File: src/rtl/joystick_event_queue.sv
// joystick_event_queue: snapshots the player joystick words on every VBlank
// rising edge, diffs them bit by bit against the previous frame, and queues
// one press/release event per changed bit in a first-word-fall-through FIFO.
module joystick_event_queue #(
  parameter int PLAYERS = 6,
  parameter int DEPTH   = 16
) (
  input  logic                     clk_sys,
  input  logic                     reset,
  input  logic                     vblank,
  input  logic [PLAYERS*32-1:0]    joystick,
  input  logic                     rd_en,
  input  logic                     ovf_clr,
  output logic [8:0]               ev_data,
  output logic                     ev_empty,
  output logic [$clog2(DEPTH):0]   ev_count,
  output logic                     overflow,
  output logic                     frame_missed,
  output logic                     scanning
);

  localparam int W  = PLAYERS * 32;
  localparam int IW = $clog2(W);
  localparam int AW = $clog2(DEPTH);
  localparam logic [7:0]  LAST_IDX = 8'(W - 1);
  localparam logic [AW:0] FULL_CNT = (AW + 1)'(DEPTH);

  localparam logic [0:0] ST_IDLE = 1'b0;
  localparam logic [0:0] ST_SCAN = 1'b1;

  logic          vblank_q;
  logic [0:0]    state_q, state_d;
  logic [7:0]    idx_q, idx_d;
  logic [W-1:0]  snap_q, snap_d;
  logic [W-1:0]  prev_q, prev_d;
  logic          overflow_q, overflow_d;
  logic          missed_q, missed_d;
  logic [AW:0]   wr_q, wr_d;
  logic [AW:0]   rd_q, rd_d;
  logic [8:0]    mem [DEPTH];

  logic          rise;
  logic [IW-1:0] bit_sel;
  logic          push;
  logic [8:0]    push_data;
  logic          full;
  logic          do_push;
  logic          do_pop;

  assign rise      = vblank & ~vblank_q;
  assign bit_sel   = idx_q[IW-1:0];
  assign push_data = {snap_q[bit_sel], idx_q};

  assign ev_count  = wr_q - rd_q;
  assign ev_empty  = (ev_count == '0);
  assign full      = (ev_count == FULL_CNT);
  assign do_pop    = rd_en & ~ev_empty;
  // A push into a full FIFO only lands when a pop frees the slot this cycle.
  assign do_push   = push & (~full | do_pop);

  // Scan FSM: snapshot on VBlank rise, then compare one bit per cycle.
  always_comb begin
    // NOTE: every variable gets a default first so no path can infer a latch.
    state_d = state_q;
    idx_d   = idx_q;
    snap_d  = snap_q;
    prev_d  = prev_q;
    push    = 1'b0;
    case (state_q)
      ST_IDLE: begin
        if (rise) begin
          snap_d  = joystick;
          idx_d   = '0;
          state_d = ST_SCAN;
        end
      end
      default: begin
        push            = (snap_q[bit_sel] != prev_q[bit_sel]);
        // prev tracks the snapshot even when the event is dropped on overflow.
        prev_d[bit_sel] = snap_q[bit_sel];
        if (idx_q == LAST_IDX) state_d = ST_IDLE;
        else                   idx_d   = idx_q + 8'd1;
      end
    endcase
  end

  // Sticky status flags and FIFO pointers: a set condition beats ovf_clr.
  always_comb begin
    overflow_d = (push & full & ~do_pop) | (overflow_q & ~ovf_clr);
    missed_d   = (rise & (state_q == ST_SCAN)) | (missed_q & ~ovf_clr);
    wr_d       = do_push ? wr_q + 1'b1 : wr_q;
    rd_d       = do_pop  ? rd_q + 1'b1 : rd_q;
  end

  // State registers with asynchronous reset.
  always_ff @(posedge clk_sys or posedge reset) begin
    // NOTE: sequential state uses non-blocking assignments so every register
    // samples the pre-edge values regardless of statement order.
    if (reset) begin
      vblank_q   <= 1'b0;
      state_q    <= ST_IDLE;
      idx_q      <= '0;
      snap_q     <= '0;
      prev_q     <= '0;
      overflow_q <= 1'b0;
      missed_q   <= 1'b0;
      wr_q       <= '0;
      rd_q       <= '0;
    end else begin
      vblank_q   <= vblank;
      state_q    <= state_d;
      idx_q      <= idx_d;
      snap_q     <= snap_d;
      prev_q     <= prev_d;
      overflow_q <= overflow_d;
      missed_q   <= missed_d;
      wr_q       <= wr_d;
      rd_q       <= rd_d;
    end
  end

  // FIFO storage write port.
  always_ff @(posedge clk_sys) begin
    // NOTE: the storage array is deliberately not reset; the pointers define
    // which entries are valid, and ev_data is forced to zero while empty.
    if (do_push) mem[wr_q[AW-1:0]] <= push_data;
  end

  assign ev_data      = ev_empty ? 9'd0 : mem[rd_q[AW-1:0]];
  assign overflow     = overflow_q;
  assign frame_missed = missed_q;
  assign scanning     = (state_q == ST_SCAN);

endmodule

File: config.mk
export PLATFORM = sky130hd
export DESIGN_NAME = joystick_event_queue
export DESIGN_NICKNAME = d
export VERILOG_FILES = /design/src/rtl/joystick_event_queue.sv
export SDC_FILE = /design/constraint.sdc
export NUM_CORES = 1
export LEC_CHECK = 0
export CORE_MARGIN = 1.5
export CORE_UTILIZATION = 35
export CTS_BUF_LIST = sky130_fd_sc_hd__clkbuf_8 sky130_fd_sc_hd__clkbuf_16
export DETAILED_ROUTE_END_ITERATION = 8
export SLEW_MARGIN = 20
export SYNTH_ARGS = -nofsm -noshare
export SYNTH_HDL_FRONTEND = slang
export SYNTH_SLANG_ARGS = --single-unit
File: constraint.sdc
create_clock -name clk_sys -period 12.5 [get_ports clk_sys]
set_input_delay 1.25 -clock clk_sys [delete_from_list [all_inputs] [get_ports clk_sys]]
set_output_delay 1.25 -clock clk_sys [all_outputs]
set_load 0.02 [all_outputs]
==> key figures <==
Timing
  – Final Setup Violations: 0
  – Setup repair after global routing missed its margin: false
  – Max-slew violations: 0
  – Final Cycle Share: 0.463
  – Final Hold Vio Count: 0
  – Post-route setup slack: 6.71 ns
  – Relative slew margins: 0.286
  – Final Skew: 0.0398 ns
  – Min Tclk post-route: 5.79 ns
  – Hold WS: 0.469 ns
  – Slew @ Worst Pin: 1.07 ns
  – Setup TNS: 0 ns
  – F_max: 173 MHz

Drt
  – Iter 0 DRT Violations: 1,601
  – Wire length per cell: 20.4 um
  – Final ANT Viol Nets: 0
  – Remaining DRCs: 0
  – Vias per Instance: 5.32
  – First-pass DRT Iterations: 5
  – Via count: 17,900
  – Post-Route WL: 68.7 mm

CTS
  – Clock H-tree levels: 2
  – CTS tree: built
  – Post-cts hold buffer count: 0
  – CTS max path bufs: 3
  – Clock insertion delay at the later pin of the skew report: 0.63 ns
  – Num CTS Buffers: 57
  – Postcts setup bufs: 0
  – Clock root cell: clkbuf_16
  – Sink Count: 550
  – CTS clk-pin slew, worst paths: 0.06 ns
  – Post-CTS Resized: 0

Floorplanning
  – Die area: 72,800 um2
  – Site row count: 97
  – Starting Density: 0.355
  – IO Pins: 215
  – Die W: 270 um
  – Core Footprint: 70,300 um2
  – Die span in y: 270 um

Critical path
  – Critical-path top delay cell: dfrtp_4
  – Worst setup SP type: register
  – Crit-path max FO: 193
  – Kind of critical path: register to register
  – Sequence of cells on the critical path: buf_4 -> nor2b_1 -> a22oi_1 -> nand3_1 -> o211ai_1 -> nor2_1 -> nand2_1 -> nor3_4 -> buf_12 -> inv_2 -> xor2_2 -> nand3_1 -> nor2b_1
  – Worst path buffer plus inverter count: 3
  – Worst R2R Start: bit_sel[0]
  – Worst Reg-to-Reg Cells: 13
  – Crit path DAT: 6.02 ns
  – Crit. path cell count: 13
  – Req. time, crit path: 12.73 ns
  – FF-to-FF setup slack: 6.71 ns
  – Crit. Startpoint: bit_sel[0]
  – Critical Path Max Stage Delay: 0.88 ns
  – Crit end category: register
  – Reg-to-reg endpoint: mem[7][1]
  – Crit path to: mem[7][1]
  – Cell family with most CP delay: simple AND/OR/NAND/NOR gates

Cells and area
  – Cell Count, Final, Fillers Out: 3,359
  – Post-route cell area: 30,000 um2
  – Antenna Cells: 0
  – Area grow syn2layout: 20.3%
  – Leading cell type in the layout, fill and taps excluded: nand2_1
  – Final core occ: 0.426
  – Nets: 2,584
  – Most frequent cells in the layout: nand2_1, dfrtp_1, clkdlybuf4s50_1, a21oi_1, edfxtp_1
  – Fraction of layout cells with a size suffix above 1: 0.117

Worst hold path
  – Min-delay src: snap_q[95]
  – Hold Crit Depth: 2
  – Min-Delay Path Class: register to register

Yosys
  – Number of synthesized register bits: 550
  – Synthesized cell area: 24,900 um2
  – Post-Synth Adder-Cell Area: 0.00733
  – Async set or reset register ratio after synthesis: 0.738
  – Compound-Gate Fraction of Synth Area: 0.0988
  – Post-Syn Instances: 2,237
  – Syn_nets: 2,448
  – Yosys warning count: 0
  – Post-synth EDFFs: 144
  – Most used DFF post-synth: dfrtp_1
  – Post-synthesis xor/xnor area fraction: 0.00623
  – Largest family of logic cells by synthesized area: simple AND/OR/NAND/NOR gates
  – Syn avg cell area: 11.1 um2
  – Mux cell area share after synthesis: 0.131
  – Distinct cells, synth: 60
  – Post-synthesis simple-gate area fraction: 0.141
  – Sequential area share after synthesis: 0.581

Global routing
  – Met1 global-route usage: 0.255
  – Met3 Use GR: 0.0267
  – Met2 usage: 0.316
  – Largest net degree at the start of global routing: 194
  – GRT Util Overall: 0.189
  – Grt ovf: 0
  – GRT Max-Usage Layer: met2
  – First-pass GRT wire length: 108 mm
  – Initial antenna violation count: 0
  – Vias in the first global route: 18,200

Placed design
  – Cell Area, Placed: 27,900 um2
  – Placer Congestion: 0.842
  – Placed cells: 3,253
  – DP Worst Slack: 6.76 ns
  – I/O Buffers: 214
  – Hpwl dp: 45.2 mm

Power and ir drop
  – VDD IR max: 0.189 mV
  – Pwr dens: 154 nW/um2
  – Pleak: 12.5 nW
  – Pwr Total: 4.61 mW

Status
  – Outcome: completed

Run
  – Max-cap viol count: 0
==> cell families (layout without fill, tap and decap cells) <==
logic type | count (synthesis) | after routing
simple gates | 866 | 866
flops | 550 | 550
compound gates | 418 | 418
buf+inv | 193 | 375
mux | 180 | 180
xor+xnor | 16 | 16
fa+ha+maj | 14 | 14
==> flip-flops by register name (all words and copies together) (netlist names) <==
name,cells
frame_missed,1
vblank_q,1
overflow,1
snap_q,192
wr_q,5
prev_q,192
bit_sel,8
mem,144
rd_q,5
scanning,1
==> worst min-delay path by stage <==
stage,endpoint
after global routing,snap_q[75]
after global placement,snap_q[82]
after floorplan,snap_q[104]
after detailed placement,snap_q[146]
final,snap_q[95]
after CTS,snap_q[146]
==> cells in the mapped netlist (2+ instances only) <==
master      n  share of area
xnor2_1     9         0.0032
a22o_1      4         0.0014
nor4_1      2        0.00050
nand2b_1    8         0.0020
a211oi_1    6         0.0018
o21ai_0    21         0.0042
nand3_1    20         0.0040
edfxtp_1  144           0.17
ha_1       13         0.0065
nor3b_1     3        0.00090
dfrtp_1   406           0.41
a21oi_1   190          0.038
clkbuf_1  138          0.021
mux4_2    117           0.11
inv_1      13         0.0020
buf_1      12         0.0018
o31ai_1     6         0.0018
a21o_1      2        0.00060
buf_2       9         0.0018
a22oi_1    35          0.011
a31oi_1   133          0.033
and4_1      2        0.00070
clkinv_1    2        0.00030
nor3_1     14         0.0028
a32o_1      2        0.00080
nand4_1     8         0.0020
nor2_1    132          0.020
and3_1     16         0.0040
mux2_2      2        0.00090
buf_4       7         0.0021
buf_6      10         0.0045
o22ai_1     3        0.00075
o21ai_1     2        0.00040
xor2_1      5         0.0018
and2_1      7         0.0018
inv_2       2        0.00030
a41oi_1     6         0.0021
o211ai_1    2        0.00060
mux2i_1    60          0.024
nand2_1   621          0.094
a32oi_1     2        0.00070
nor2b_1    23         0.0058
==> final cells by class <==
class / instances / area [um2]
clock inverters: 36 / 453
inverters: 17 / 67.6
repair buffers: 253 / 2490
multi-input cells: 1494 / 9690
clock buffers: 69 / 1590
flip-flops and latches: 550 / 14500
fillers: 6495 / 40300
well taps: 940 / 1180
==> layer usage <==
layer	vias to the layer above	share of wire
met3	114	0.062
met5	-	0
li1	8208	-
met2	664	0.49
met4	0	0.026
met1	8875	0.42
==> where the power goes <==
group / total, mW / internal, mW / switching [mW] / leakage [nW]
Sequential: 1.99 / 1.92 / 0.0638 / 6.68
Combinational: 0.799 / 0.403 / 0.396 / 4.80
Clock: 1.82 / 1.09 / 0.730 / 1.03
Total: 4.61 / 3.42 / 1.19 / 12.5
==> worst register-to-register path, stage by stage (launching register included) <==
cell	delay, ns
dfrtp_4	0.88
buf_4	0.69
nor2b_1	0.63
a22oi_1	0.18
nand3_1	0.13
o211ai_1	0.09
nor2_1	0.15
nand2_1	0.11
nor3_4	0.21
buf_12	0.60
inv_2	0.47
xor2_2	0.35
nand3_1	0.21
nor2b_1	0.69
Note: power is estimated with default switching activity, not from simulation.
